`src/rtl/weight_mem_loader.sv`:
```
// Weight/delay memory loader: parses framed write commands from the input byte
// stream and drives the memory write port with auto-incrementing, wrapping addresses.
module weight_mem_loader #(
   parameter int          M          = 320,
   parameter int          N          = 8,
   parameter logic [7:0]  START_CODE = 8'hA5
) (
   input  logic                   clk,
   input  logic                   reset,
   input  logic [7:0]             rx_data,
   input  logic                   rx_valid,
   output logic                   rx_ready,
   input  logic                   abort,
   output logic [$clog2(M)-1:0]   mem_addr,
   output logic [N-1:0]           mem_data,
   output logic                   mem_we,
   output logic                   busy,
   output logic                   done,
   output logic                   err
);

   localparam int AW = $clog2(M);

   typedef enum logic [2:0] {
      ST_IDLE    = 3'd0,
      ST_ADDR_HI = 3'd1,
      ST_ADDR_LO = 3'd2,
      ST_LEN     = 3'd3,
      ST_DATA    = 3'd4
   } state_t;

   state_t          state_r, state_nxt_s;
   logic [7:0]      addr_hi_r, addr_hi_nxt_s;
   logic [AW-1:0]   cur_addr_r, cur_addr_nxt_s;
   logic [7:0]      remaining_r, remaining_nxt_s;
   logic [AW-1:0]   mem_addr_r, mem_addr_nxt_s;
   logic [N-1:0]    mem_data_r, mem_data_nxt_s;
   logic            mem_we_r, mem_we_nxt_s;
   logic            done_r, done_nxt_s;
   logic            err_r, err_nxt_s;
   logic            rx_ready_r;
   logic            busy_s;
   logic            accept_s;
   logic [AW-1:0]   start_addr_s;
   logic            start_bad_s;

   // Address successor with wrap from the last word back to word 0.
   function automatic logic [AW-1:0] next_addr(input logic [AW-1:0] a);
      if (a == AW'(M - 1)) begin
         return {AW{1'b0}};
      end else begin
         return a + AW'(1);
      end
   endfunction

   assign busy_s       = (state_r != ST_IDLE);
   assign accept_s     = rx_valid && rx_ready_r;
   // Bits of ADDR_HI above the address width are dropped by the cast.
   assign start_addr_s = AW'({addr_hi_r, rx_data});
   assign start_bad_s  = (32'(start_addr_s) >= 32'(M));

   // Next-state and next-output decode; abort overrides any byte acceptance.
   always_comb begin
      state_nxt_s     = state_r;
      addr_hi_nxt_s   = addr_hi_r;
      cur_addr_nxt_s  = cur_addr_r;
      remaining_nxt_s = remaining_r;
      mem_addr_nxt_s  = mem_addr_r;
      mem_data_nxt_s  = mem_data_r;
      mem_we_nxt_s    = 1'b0;
      done_nxt_s      = 1'b0;
      err_nxt_s       = err_r;
      if (abort) begin
         state_nxt_s = ST_IDLE;
         if (busy_s) begin
            err_nxt_s = 1'b1;
         end else begin
            err_nxt_s = err_r;
         end
      end else if (accept_s) begin
         case (state_r)
            ST_IDLE: begin
               if (rx_data == START_CODE) begin
                  state_nxt_s = ST_ADDR_HI;
                  err_nxt_s   = 1'b0;
               end else begin
                  state_nxt_s = ST_IDLE;
               end
            end
            ST_ADDR_HI: begin
               addr_hi_nxt_s = rx_data;
               state_nxt_s   = ST_ADDR_LO;
            end
            ST_ADDR_LO: begin
               if (start_bad_s) begin
                  err_nxt_s   = 1'b1;
                  state_nxt_s = ST_IDLE;
               end else begin
                  cur_addr_nxt_s = start_addr_s;
                  state_nxt_s    = ST_LEN;
               end
            end
            ST_LEN: begin
               remaining_nxt_s = rx_data;
               state_nxt_s     = ST_DATA;
            end
            ST_DATA: begin
               mem_we_nxt_s    = 1'b1;
               mem_addr_nxt_s  = cur_addr_r;
               mem_data_nxt_s  = N'(rx_data);
               cur_addr_nxt_s  = next_addr(cur_addr_r);
               remaining_nxt_s = remaining_r - 8'd1;
               if (remaining_r == 8'd0) begin
                  done_nxt_s  = 1'b1;
                  state_nxt_s = ST_IDLE;
               end else begin
                  state_nxt_s = ST_DATA;
               end
            end
            default: begin
               state_nxt_s = ST_IDLE;
            end
         endcase
      end else begin
         state_nxt_s = state_r;
      end
   end

   // State, counters and registered memory-port outputs.
   always_ff @(posedge clk or negedge reset) begin
      if (!reset) begin
         state_r     <= ST_IDLE;
         addr_hi_r   <= 8'd0;
         cur_addr_r  <= {AW{1'b0}};
         remaining_r <= 8'd0;
         mem_addr_r  <= {AW{1'b0}};
         mem_data_r  <= {N{1'b0}};
         mem_we_r    <= 1'b0;
         done_r      <= 1'b0;
         err_r       <= 1'b0;
         rx_ready_r  <= 1'b0;
      end else begin
         state_r     <= state_nxt_s;
         addr_hi_r   <= addr_hi_nxt_s;
         cur_addr_r  <= cur_addr_nxt_s;
         remaining_r <= remaining_nxt_s;
         mem_addr_r  <= mem_addr_nxt_s;
         mem_data_r  <= mem_data_nxt_s;
         mem_we_r    <= mem_we_nxt_s;
         done_r      <= done_nxt_s;
         err_r       <= err_nxt_s;
         rx_ready_r  <= 1'b1;
      end
   end

   assign rx_ready = rx_ready_r;
   assign mem_addr = mem_addr_r;
   assign mem_data = mem_data_r;
   assign mem_we   = mem_we_r;
   assign done     = done_r;
   assign err      = err_r;
   assign busy     = busy_s;

endmodule

```
`config.mk`:
```
export PLATFORM = sky130hd
export DESIGN_NAME = weight_mem_loader
export DESIGN_NICKNAME = d
export VERILOG_FILES = /design/src/rtl/weight_mem_loader.sv
export SDC_FILE = /design/constraint.sdc
export NUM_CORES = 1
export LEC_CHECK = 0
export ABC_CLOCK_PERIOD_IN_PS = 3410
export BUFFER_PORTS_ARGS = -buffer_cell sky130_fd_sc_hd__buf_4
export CORE_MARGIN = 2
export CORE_UTILIZATION = 63
export CTS_BUF_LIST = sky130_fd_sc_hd__clkbuf_4 sky130_fd_sc_hd__clkbuf_8
export CTS_CLUSTER_SIZE = 30
export DETAILED_ROUTE_END_ITERATION = 16
export GPL_TIMING_DRIVEN = 0
export PLACE_DENSITY_LB_ADDON = 0.12
export REMOVE_ABC_BUFFERS = 1
export SYNTH_ARGS = -nofsm -noshare
export SYNTH_HDL_FRONTEND = slang
export SYNTH_SLANG_ARGS = --single-unit
```
`constraint.sdc`:
```
create_clock -name clk -period 3.41 [get_ports clk]
set_input_delay 0.1705 -clock clk [delete_from_list [all_inputs] [get_ports clk]]
set_output_delay 0.1705 -clock clk [all_outputs]
set_load 0.1 [all_outputs]
```
# Word-level counts from Yosys, hierarchy flattened
# Index checks and enable logic that the tools add are counted.
dict set report op_classes {
  add_sub_neg 2
  order_cmp 1
  eq_ne 10
  mux 23
  n_bitwise 1
  n_reduce_logical 13
}
# cell n
set ops {}
lappend ops {{2-to-1 mux 9 bit} 2}
lappend ops {{one-hot mux 9 bit (2 select lines)} 1}
lappend ops {{one-hot mux 8 bit (2 select lines)} 1}
lappend ops {{one-hot mux 3 bit (5 select lines)} 1}
lappend ops {{2-to-1 mux 1 bit} 13}
lappend ops {{adder 9 x 1 -> 9 bit (second input constant)} 1}
lappend ops {{== test 9 bit (second input constant)} 1}
lappend ops {{>= comparator 9 bit (second input constant)} 1}
lappend ops {{2-to-1 mux 3 bit} 3}
lappend ops {{AND reduction 3 bit} 3}
lappend ops {{== test 8 bit (second input constant)} 1}
lappend ops {{zero test 8 bit} 1}
lappend ops {{subtractor 8 x 1 -> 8 bit (second input constant)} 1}
lappend ops {{== test 3 x 2 -> 1 bit (second input constant)} 2}
lappend ops {{!= test 3 bit (second input constant)} 2}
lappend ops {{nonzero test 2 bit} 3}
lappend ops {{nonzero test 3 bit} 2}
lappend ops {{AND reduction 5 bit} 1}
lappend ops {{AND reduction 4 bit} 1}
lappend ops {{== test 3 x 1 -> 1 bit (second input constant)} 1}
lappend ops {{== test 3 bit (second input constant)} 1}
lappend ops {{zero test 3 bit} 1}
lappend ops {{2-to-1 mux 2 bit} 1}
lappend ops {{!= test 2 x 1 -> 1 bit (second input constant)} 1}
lappend ops {{4 further kinds} 4}
dict set report word_totals {
  register_bits 42
  in_bits 12
  output_inout_bits 22
  elab_cells 60
}

# Longest topological paths before layout
# Gate-level depths: netlist of the first run.
dict set report depth {
  depth_word 5
  mapped_depth 7
  mapped_depth_nobuf 6
}

# Worst setup path before layout of the first run
# OpenSTA, ideal clock, no wires.
dict set report synth_timing {
  kind {register to register}
  start {reg rx_ready_r (netlist: rx_ready)}
  end {reg mem_addr_r[0] (netlist: mem_addr[0])}
  setup_time_ps 125
  t_arrival_ps 2159
  required_time_ps 3285
  slack_ps 1125
  path_stages_with_launch 5
  synth_period_minus_slack_ps 2285
  cell_sequence {dfrtp_1 -> nand3b_1 -> nor2_4 -> buf_4 -> mux2_2}
}
dict set report synth_via {
  elab_chain_len 2
}
# item line
set synth_rtl {}
lappend synth_rtl {{start: declaration} 41} ;# logic rx_ready_r;
lappend synth_rtl {{start signal: assignment} 141} ;# rx_ready_r <= 1'b0;
lappend synth_rtl {{start signal: assignment} 152} ;# rx_ready_r <= 1'b1;
lappend synth_rtl {{logical AND 1 bit} 57} ;# assign accept_s = rx_valid && rx_ready_r;
lappend synth_rtl {{AND reduction 3 bit (no line)} --}
lappend synth_rtl {{end signal: assignment} 136} ;# mem_addr_r <= {AW{1'b0}};
lappend synth_rtl {{end signal: assignment} 147} ;# mem_addr_r <= mem_addr_nxt_s;
lappend synth_rtl {{end: declaration} 36} ;# logic [AW-1:0] mem_addr_r, mem_addr_nxt_s;
# No other way between the ends.
# A chain may end at the register's enable or synchronous reset.

# Worst setup path in the final report of the first run
dict set report layout_timing {
  start {reg state_r[2]}
  end {reg cur_addr_r[0]}
}
dict set report layout_via {
  elab_chain_len 3
  elab_cells_between_ends 6
}
# item line
set layout_rtl {}
lappend layout_rtl {{start: declaration} 32} ;# state_t state_r, state_nxt_s;
lappend layout_rtl {{start signal: assignment} 143} ;# state_r <= state_nxt_s;
lappend layout_rtl {{== test 3 x 2 -> 1 bit or == test 3 bit (tied branches)} 81} ;# case (state_r)
lappend layout_rtl {{!= test 2 bit (no line) or nonzero test 2 bit (tied branches)} --}
lappend layout_rtl {{AND reduction 4 bit (no line)} --}
lappend layout_rtl {{end signal: assignment} 134} ;# cur_addr_r <= {AW{1'b0}};
lappend layout_rtl {{end signal: assignment} 145} ;# cur_addr_r <= cur_addr_nxt_s;
lappend layout_rtl {{end: declaration} 34} ;# logic [AW-1:0] cur_addr_r, cur_addr_nxt_s;
# Parallel ways exist; a longest one is shown, timed or not.

==> flow_metrics.tcl, run 1 <==
set metrics [dict create \
    syn_avg_cell_area_um2 10.40 \
    clk_pin_slew_worst_paths_ps 130 \
    numPortBuffers 33 \
    fin_skew_ps 14.82 \
    setup_tns_ps 0 \
    grt_max_degree 43 \
    ys_warn_count 0 \
    nNetsFinal 257 \
    tritoncts "done" \
    hold_class "in2reg" \
    synth_flop_cell "dfrtp_1" \
    max_clock_freq_ghz 0.4164 \
    areaGrowthSynthToFinish_pct 15.98 \
    die_h_um 62.89 \
    p_per_area_mw_per_mm2 335.2 \
    fin_area_mm2 0.002534 \
    drtAntennaViolNets 0 \
    grt_pass1_wl_mm 8.638 \
    netlist_area_mm2 0.002185 \
    yosysTopAreaCellShare 0.4811 \
    worst_pin_slew_ps 836.2 \
    synth_seq_area_share 0.4811 \
    cts_buffer_depth 2 \
    crit_fanout 12 \
    cp-end-kind "flip-flop" \
    slowest_stage "nor3b_2" \
    antenna-diode-count 0 \
    dieArea_mm2 0.003955 \
    io_pins 34 \
    finalCritPeriodShare 0.7043 \
    grt_pass1_vias 1775 \
    cp.arrival_ps 2650 \
    ys_ff_latch 42 \
    status "finished clean" \
    rows 21 \
    clkSinkCount 42 \
    synth_area_leaders "dfrtp_1 48%, mux2_2 10%, o21ai_0 4.4%, nand2_1 2.9%, a21oi_1 2.5%" \
    synth.distinct_cells 48 \
    crit_path_start_kind "flip-flop" \
    drt-initial-drc-count 250 \
    critPathRequiredTime_ps 3660 \
    routed_wl_mm 4.893 \
    setup_viol 0 \
    placed_area_mm2 0.002430 \
    dr.pass1.iters 4 \
    dp_hpwl_mm 3.473 \
    synth.most_common_cell "dfrtp_1" \
    slew_viol_final 0 \
    cts_htree_levels 2 \
    initial_core_util 0.6547 \
    drc 0 \
    finalPower_w 0.0008493 \
    drive_above_1_share 0.2798 \
    max_stage_delay_ps 750 \
    via_count 1800 \
    track_usage 0.2773 \
    numCtsBuffers 5 \
    yosysTopAreaCell "dfrtp_1" \
    post_cts_buffers 0 \
    synth_common_cells "42 x dfrtp_1, 20 x mux2_2, 19 x o21ai_0, 17 x nand2_1" \
    min_period_ps 2402 \
    core_mm2 0.003337 \
    postSynthCellCount 210 \
    grt_overflow 0 \
    synth_enable_flop_cells 0 \
    die_width_um 62.89 \
    async_reset_ff_frac 1.000 \
    maxCapViolations 0 \
    viasPerCell 6.228 \
    wl_per_cell_um 16.93 \
    vdd_ir_drop_max_mv 0.2793 \
    clk_latency_ps 350 \
    whs_ps 59.63 \
    place_congestion 0.8758 \
    fin_util 0.7593 \
    worstSetupPathType "reg2reg" \
    rsz0062_at_grt "no" \
    cts_root_buf "clkbuf_4" \
    leakage_nw 1.197 \
    crit_chain "nor3b_2 > a31oi_2 > nor2_1 > mux2_2" \
    maxSlewHeadroom 0.4401 \
    finalHoldViolCount 0 \
    antenna_found_initial 0 \
    cts_resized 0 \
]
## critical path, delay by kind of cell (launching register included)
kind | cells | cell delay [ps]
and+or+nand+nor | 2 | 1130
DFF | 1 | 530
muxes | 1 | 390
AOI/OAI and AO/OA | 1 | 240
## where the power goes
group          internal, W  switching, W
registers         0.000499   0.000000893
logic            0.0000167     0.0000306
clock network     0.000141      0.000161
## cell usage in the layout (no fill, tap or decap), types with 2 or more instances in the layout
cell,Yosys,final
clkbuf_8,0,3
nand4_1,2,2
a21o_1,3,3
nand2_1,17,17
dfrtp_1,42,42
mux2_2,20,20
a211oi_1,4,4
a22oi_1,2,2
a2bb2oi_1,2,2
or4_1,2,2
a21oi_1,11,11
and4_1,2,2
a31oi_1,3,3
o21ai_0,19,19
nand3_1,6,6
nand3b_1,3,3
o22ai_1,2,2
ha_1,3,3
nor3_1,11,11
nor2_1,6,6
clkbuf_4,0,5
inv_1,9,9
buf_4,1,33
a211o_1,3,3
o2bb2ai_1,2,2
o31a_1,3,3
nor4bb_1,2,2
dlygate4sd3_1,0,2
## final timing paths
| kind | from | to | slack (ps) | cells after the start |
|---|---|---|---|---|
| max | state_r[2]$_DFFE_PN0P_ | cur_addr_r[0]$_DFFE_PN0P_ | 1010 | 4 |
| max reg2reg | state_r[2]$_DFFE_PN0P_ | cur_addr_r[0]$_DFFE_PN0P_ | 1010 | 4 |
| min reg2reg | remaining_r[6]$_DFFE_PN0P_ | remaining_r[6]$_DFFE_PN0P_ | 500 | 1 |
| min in group asynchronous | reset | remaining_r[6]$_DFFE_PN0P_ | 310 | 2 |
| max in group asynchronous | reset | cur_addr_r[1]$_DFFE_PN0P_ | 2720 | 2 |
| min | rx_data[5] | mem_data[5]$_DFFE_PN0P_ | 60 | 2 |
## what timing repair did
item,4_1_cts,5_1_grt
setup endpoints to repair,0,0
hold endpoints to repair,43,0
hold buffers,2,0
## cell families (layout without fill, tap and decap cells)
group / after synthesis / count (layout) / share of synthesized area
flops: 42 / 42 / 0.4811
xor+xnor: 1 / 1 / 0.004010
other cells: 1 / 1 / 0.001717
compound gates: 64 / 64 / 0.1976
mux: 20 / 20 / 0.1031
fa+ha+maj: 3 / 3 / 0.01718
buf+inv: 19 / 52 / 0.04295
simple gates: 60 / 60 / 0.1523
## final cells by class
class                      count  area [um2]
clock buffer                   8       78.83
timing repair buffer          35       267.8
inverter                       9       33.78
sequential                    42        1051
multi-input combinational    149        1045
fill                         244       803.3
tap                           46       57.56
## through the flow
step / std cells / worst slack (ps)
detailed placement: 279 / 527.8
floorplan: 200 / 949.0
global route: 289 / 849.5
finish: 289 / 1008
global placement: 279 / 642.9
CTS: 289 / 515.3
## flip-flops by register name, indices dropped and copies added (netlist names)
register and cells:
mem_addr 9, remaining_r 8, err 1, state_r 3, rx_ready 1, mem_data 8
done 1, addr_hi_r 1, cur_addr_r 9, mem_we 1
## layer usage
metal	vias to the layer above	global-route usage	wire length, um
li1	852	-	-
met1	874	0.3684	2069
met2	62	0.4495	2492
met3	12	0.06306	221
met4	0	0.09167	110
met5	-	0	0
(Power assumes the default switching activity.)
==> run 2, diff against run 1 <==
- ABC_AREA: unset -> 1
- ABC_CLOCK_PERIOD_IN_PS: 3410 -> 2300
- CORE_UTILIZATION: 63 -> 59
- clock period: 3.41 -> 2.3 ns (I/O delays scaled with it)
==> run 2 against run 1 <==
Sequential power up 61%. Routed wire length down 4.4%. Largest power group unchanged. Count of clock-buffer cells in the layout down 3. Utilization down 4.0 points. Final cell count up 36%. Clock skew down 9.6 ps. Total power up 94%.
==> flow_metrics.tcl, run 2 <==
set metrics [dict create \
    status "finished clean" \
    numCtsBuffers 5 \
    clk_pin_slew_worst_paths_ps 80 \
    fin_skew_ps 5.260 \
    fillers 318 \
    yosys.area_share.adder 0.01667 \
    final_cell_mix "108 x nand2_1, 42 x dfrtp_1, 39 x nor2_1, 33 x buf_4, 32 x inv_1" \
    rsz0062_at_grt "no" \
    antenna_found_initial 0 \
    hold_class "in2reg" \
    io_pins 34 \
    viasPerCell 5.119 \
    clk_latency_ps 300 \
    worstSetupPathType "reg2reg" \
    synth.most_common_cell "nand2_1" \
    synth_seq_area_share 0.4667 \
    synth_top_family_by_area "simple AND/OR/NAND/NOR gates" \
    syn_avg_cell_area_um2 7.218 \
    die_width_um 65.79 \
    drc 0 \
    maxCapViolations 0 \
    cts_htree_levels 2 \
    finalCritPeriodShare 0.8848 \
    critPathRequiredTime_ps 2490 \
    wl_per_cell_um 11.87 \
    post_cts_buffers 0 \
    track_usage 0.2477 \
    yosysTopAreaCell "dfrtp_1" \
    slew_viol_final 0 \
    layoutNonFillerInstCount 394 \
    slowest_stage "dfrtp_1" \
    grt_pass1_wl_mm 8.093 \
    finalHoldViolCount 0 \
    netlist_area_mm2 0.002252 \
    setup_viol 0 \
    worst_slack_ps 265.0 \
    maxSlewHeadroom 0.6575 \
    dr.pass1.iters 4 \
    rows 22 \
    postSynthCellCount 312 \
    whs_ps 39.90 \
    core_mm2 0.003661 \
    p_per_area_mw_per_mm2 625.9 \
    clkSinkCount 42 \
    cp.arrival_ps 2230 \
    max_stage_delay_ps 450 \
    min_period_ps 2035 \
    drt-initial-drc-count 98 \
    worst_pin_slew_ps 513.7 \
    synth.distinct_cells 26 \
    synthSimpleGateAreaFrac 0.3344 \
    layout_commonest_cell "nand2_1" \
    drive_above_1_share 0.1445 \
    initial_core_util 0.6152 \
    synth-compound-area-share 0.09667 \
    ys_warn_count 0 \
    tritoncts "done" \
    areaGrowthSynthToFinish_pct 16.89 \
    crit_fanout 39 \
    dpl.cell_count 385 \
    multiInputGateArea_mm2 0.001028 \
    grt_pass1_vias 1858 \
    dieArea_mm2 0.004328 \
    ys_ff_latch 42 \
    antenna-diode-count 0 \
    crit_chain "nor2_2 > nand2_2 > inv_4 > nand2_4 > nand2_2 > nand2_1 > nor2_1 > nor2_1" \
    cts_buffer_depth 2 \
    cts_root_buf "clkbuf_8" \
    synth_enable_flop_cells 0 \
    place_congestion 0.8292 \
    synth_mux_area_frac 0 \
    synth-xor-area-share 0.003889 \
    numPortBuffers 33 \
    critical-path-top-delay-family "simple AND/OR/NAND/NOR gates" \
    max_clock_freq_ghz 0.4914 \
    async_reset_ff_frac 1.000 \
    crit_path_start_kind "flip-flop" \
    crit_buf_inv 1 \
    pre_cts_slack_ps -129.0 \
    via_count 2017 \
    synth_area_leaders "dfrtp_1 47%, nand2_1 18%, nor2_1 6.5%, inv_1 5.3%, o21ai_0 4.9%" \
    drtAntennaViolNets 0 \
    synth_flop_cell "dfrtp_1" \
    leakage_nw 1.412 \
    grt_overflow 0 \
    routed_wl_mm 4.676 \
    nNetsFinal 360 \
    die_h_um 65.79 \
    cp-end-kind "flip-flop" \
    yosysTopAreaCellShare 0.4667 \
    vdd_ir_drop_max_mv 0.4002 \
    dp_hpwl_mm 3.295 \
    seq_area_mm2 0.001051 \
    grt_max_degree 43 \
    synth_common_cells "109 x nand2_1, 42 x dfrtp_1, 39 x nor2_1, 32 x inv_1, 22 x o21ai_0" \
    regToRegSetupSlack_ps 260 \
]
-- run 2: cell types whose count changed in the layout (fill, tap and decap cells not counted), moves of 4 or more --
cell	before	now
a21oi_1	11	5
nor2_1	6	39
a211oi_1	4	0
inv_1	9	32
nand3_1	6	21
nand2_1	17	108
mux2_2	20	0
o21ai_1	0	7
nor3_1	11	6
clkbuf_4	5	0
-- run 2: worst paths after layout --
path,from,end,cells after the start
min in group asynchronous,reset,mem_data[2]$_DFFE_PN0P_,2
min,rx_data[4],mem_data[4]$_DFFE_PN0P_,3
max in group asynchronous,reset,remaining_r[2]$_DFFE_PN0P_,2
max,state_r[0]$_DFFE_PN0P_,cur_addr_r[6]$_DFFE_PN0P_,8
min reg2reg,mem_data[4]$_DFFE_PN0P_,mem_data[4]$_DFFE_PN0P_,2
max reg2reg,state_r[0]$_DFFE_PN0P_,cur_addr_r[6]$_DFFE_PN0P_,8
-- run 2: worst reg2reg max path: stages (launching register included) --
cell     delay, ps
dfrtp_1        450
nor2_2         160
nand2_2        200
inv_4          230
nand2_4        270
nand2_2        350
nand2_1        110
nor2_1         120
nor2_1          40
-- run 2: power by group --
part	switching, W	leakage (nW)	internal, W
Sequential	0.0000327	0.554	0.000773
Combinational	0.000193	0.801	0.0000682
Clock	0.000261	0.0579	0.000320
-- run 2: repair_timing --
item | in CTS | in global routing
endpoints found under the hold margin | 42 | 0
gates resized for setup | 1 | 1
setup endpoints to repair | 7 | 11
hold buffers | 1 | 0
-- run 2: final cells by class --
cell class              count  share of cell area
flip-flops and latches     42              0.3992
multi-input cells         229              0.3907
inverters                  33             0.04800
repair buffers             34             0.09791
well taps                  48             0.02281
clock inverters             3             0.01521
clock buffers               5             0.02614
-- run 2: metal layers --
metal  share of wire  vias up  global-route usage  routed length, um
met5               0        -                   0                  0
met4           0.019        0              0.1068                 90
met3           0.065        8             0.06133                305
met2            0.45       58              0.3902               2095
met1            0.47      904              0.3251               2184
li1                -     1047                   -                  -
-- run 2: through the flow --
stage	setup TNS, ps	total power (W)	utilization	instance area (um2)
after global routing	0	0.001714	0.7191	2633
after floorplan	-180.1	0.001001	-	2198
after detailed placement	-359.7	0.001081	0.6846	2506
after CTS	0	0.001658	0.7177	2628
final	0	0.001648	0.7191	2633
after global placement	-261.7	0.001076	0.6846	2506
-- run 2: logic make-up after synthesis --
group,Yosys count
and+or+nand+nor,184
xor gates and xnor gates,1
adders and majority gates,3
buffers and inverters,41
DFF,42
other,1
AOI/OAI and AO/OA,40
==> run 3, diff against run 2 <==
==> constraint.sdc (replaced) <==
create_clock -name clk -period 2.3 [get_ports clk]
set_input_delay 0.46 -clock clk [delete_from_list [all_inputs] [get_ports clk]]
set_output_delay 0.46 -clock clk [all_outputs]
set_load 0.1 [all_outputs]
==> run 3 against run 2 <==
Count of clock-buffer cells in the layout is the same. Sequential cell count stayed put. Clock power barely moved. Routed wire length barely moved. Final cell count decreased by 0.25%. Clock skew hardly changed. Sequential power barely moved.
==> flow_metrics.tcl, run 3 (same netlist as run 2, synthesis figures left out) <==
set metrics [dict create \
    slowest_stage "dfrtp_1" \
    post_cts_buffers 0 \
    drt-initial-drc-count 117 \
    die_width_um 65.79 \
    track_usage 0.2473 \
    leakage_nw 1.408 \
    layoutNonFillerInstCount 393 \
    grt_overflow 0 \
    status "finished clean" \
    slew_viol_final 0 \
    cts_htree_levels 2 \
    nNetsFinal 359 \
    viasPerCell 5.158 \
    worst_pin_slew_ps 509.2 \
    cp-end-kind "flip-flop" \
    antenna_found_initial 0 \
    numCtsBuffers 5 \
    initial_core_util 0.6152 \
    rows 22 \
    drtAntennaViolNets 0 \
    clk_pin_slew_worst_paths_ps 80 \
    cts_root_buf "clkbuf_8" \
    r2r_end "cur_addr_r[6]$_DFFE_PN0P_" \
    antenna-diode-count 0 \
    rsz0062_at_grt "no" \
    die_h_um 65.79 \
    maxCapViolations 0 \
    clkSinkCount 42 \
    io_pins 34 \
    max_clock_freq_ghz 0.4914 \
    finalCritPeriodShare 0.8848 \
    dieArea_mm2 0.004328 \
    r2r_cells 8 \
    clk_latency_ps 300 \
    routed_wl_mm 4.674 \
    worstSetupPathType "reg2reg" \
    p_per_area_mw_per_mm2 627.8 \
    crit_fanout 39 \
    setup_viol 0 \
    dr.pass1.iters 5 \
    critPathRequiredTime_ps 2490 \
    wl_per_cell_um 11.89 \
    final_cell_mix "108 x nand2_1, 42 x dfrtp_1, 39 x nor2_1, 33 x buf_4, 32 x inv_1" \
    min_period_ps 2035 \
    crit_path_start_kind "flip-flop" \
    fin_skew_ps 5.267 \
    via_count 2027 \
    r2r_start "state_r[0]$_DFFE_PN0P_" \
    setup_tns_ps 0 \
    finalHoldViolCount 0 \
    vdd_ir_drop_max_mv 0.4003 \
    cts_hold_buf 0 \
    numPortBuffers 33 \
    grt_max_degree 43 \
    place_congestion 0.8292 \
    grt_pass1_wl_mm 8.093 \
    cp.arrival_ps 2230 \
    areaGrowthSynthToFinish_pct 16.44 \
    core_mm2 0.003661 \
    layout_commonest_cell "nand2_1" \
    tritoncts "done" \
    cts_resized 1 \
    maxSlewHeadroom 0.6605 \
    grt_pass1_vias 1860 \
    drive_above_1_share 0.1449 \
    regToRegSetupSlack_ps 270 \
    hold_class "in2async" \
    drc 0 \
    dp_hpwl_mm 3.295 \
    dpl.cell_count 385 \
    max_stage_delay_ps 450 \
    crit_chain "nor2_2 > nand2_2 > inv_4 > nand2_4 > nand2_2 > nand2_1 > nor2_1 > nor2_1" \
    cts_buffer_depth 2 \
]
[run 3: cell types whose count changed in the layout (fill, tap and decap cells not counted), sizes merged]
cell | before | now
dlygate4sd3 | 1 | 0
[run 3: worst max path at each step]
stage / to / startpoint / slack, ps / cells past startpoint
after floorplan: cur_addr_r[6]$_DFFE_PN0P_ / rx_ready$_DFF_PN0_ / -60 / 7
after global placement: cur_addr_r[6]$_DFFE_PN0P_ / state_r[0]$_DFFE_PN0P_ / -110 / 8
after detailed placement: cur_addr_r[6]$_DFFE_PN0P_ / state_r[0]$_DFFE_PN0P_ / -130 / 8
after CTS: cur_addr_r[6]$_DFFE_PN0P_ / state_r[0]$_DFFE_PN0P_ / 20 / 8
after global routing: cur_addr_r[6]$_DFFE_PN0P_ / state_r[0]$_DFFE_PN0P_ / 100 / 8
final: cur_addr_r[6]$_DFFE_PN0P_ / state_r[0]$_DFFE_PN0P_ / 270 / 8
[run 3: final cells by class]
cell class | count | area, um2
Sequential cell | 42 | 1051
Fill cell | 321 | 1039
Inverter | 33 | 126.4
Timing Repair Buffer | 33 | 247.7
Clock buffer | 5 | 68.82
Clock inverter | 3 | 40.04
Tap cell | 48 | 60.06
Multi-Input combinational cell | 229 | 1028
[run 3: stage by stage]
stage | instance area [um2] | utilization | power (W) | setup WS [ps] | hold WS (ps)
after global placement | 2506 | 0.6846 | 0.001076 | -106.3 | 455.1
final | 2623 | 0.7163 | 0.001646 | 265.0 | 131.4
after CTS | 2618 | 0.7150 | 0.001657 | 17.50 | 152.4
after detailed placement | 2506 | 0.6846 | 0.001081 | -129.0 | 465.1
after global routing | 2623 | 0.7163 | 0.001713 | 100.0 | 181.0
after floorplan | 2198 | - | 0.001001 | -61.59 | 164.4
[run 3: report_power, final]
group	leakage, nW	switching [W]	internal, W	total [W]
logic	0.797	0.000193	0.0000671	0.000260
clock network	0.0579	0.000261	0.000320	0.000580
registers	0.554	0.0000327	0.000773	0.000806
[run 3: layer usage]
layer  share of wire  track usage  routed length [um]  vias up
met5               0            0                   0        -
met4           0.019       0.1068                  90        0
met3           0.070      0.06133                 326        8
met2            0.45       0.3914                2093       65
met1            0.46       0.3228                2164      909
li1                -            -                   -     1045
[run 3: worst max-delay path: cells and delay by family, from the launching register on]
family | cells | cell delay (ps)
AND/OR/NAND/NOR | 7 | 1240
buffers and inverters | 1 | 230
flip-flops | 1 | 450
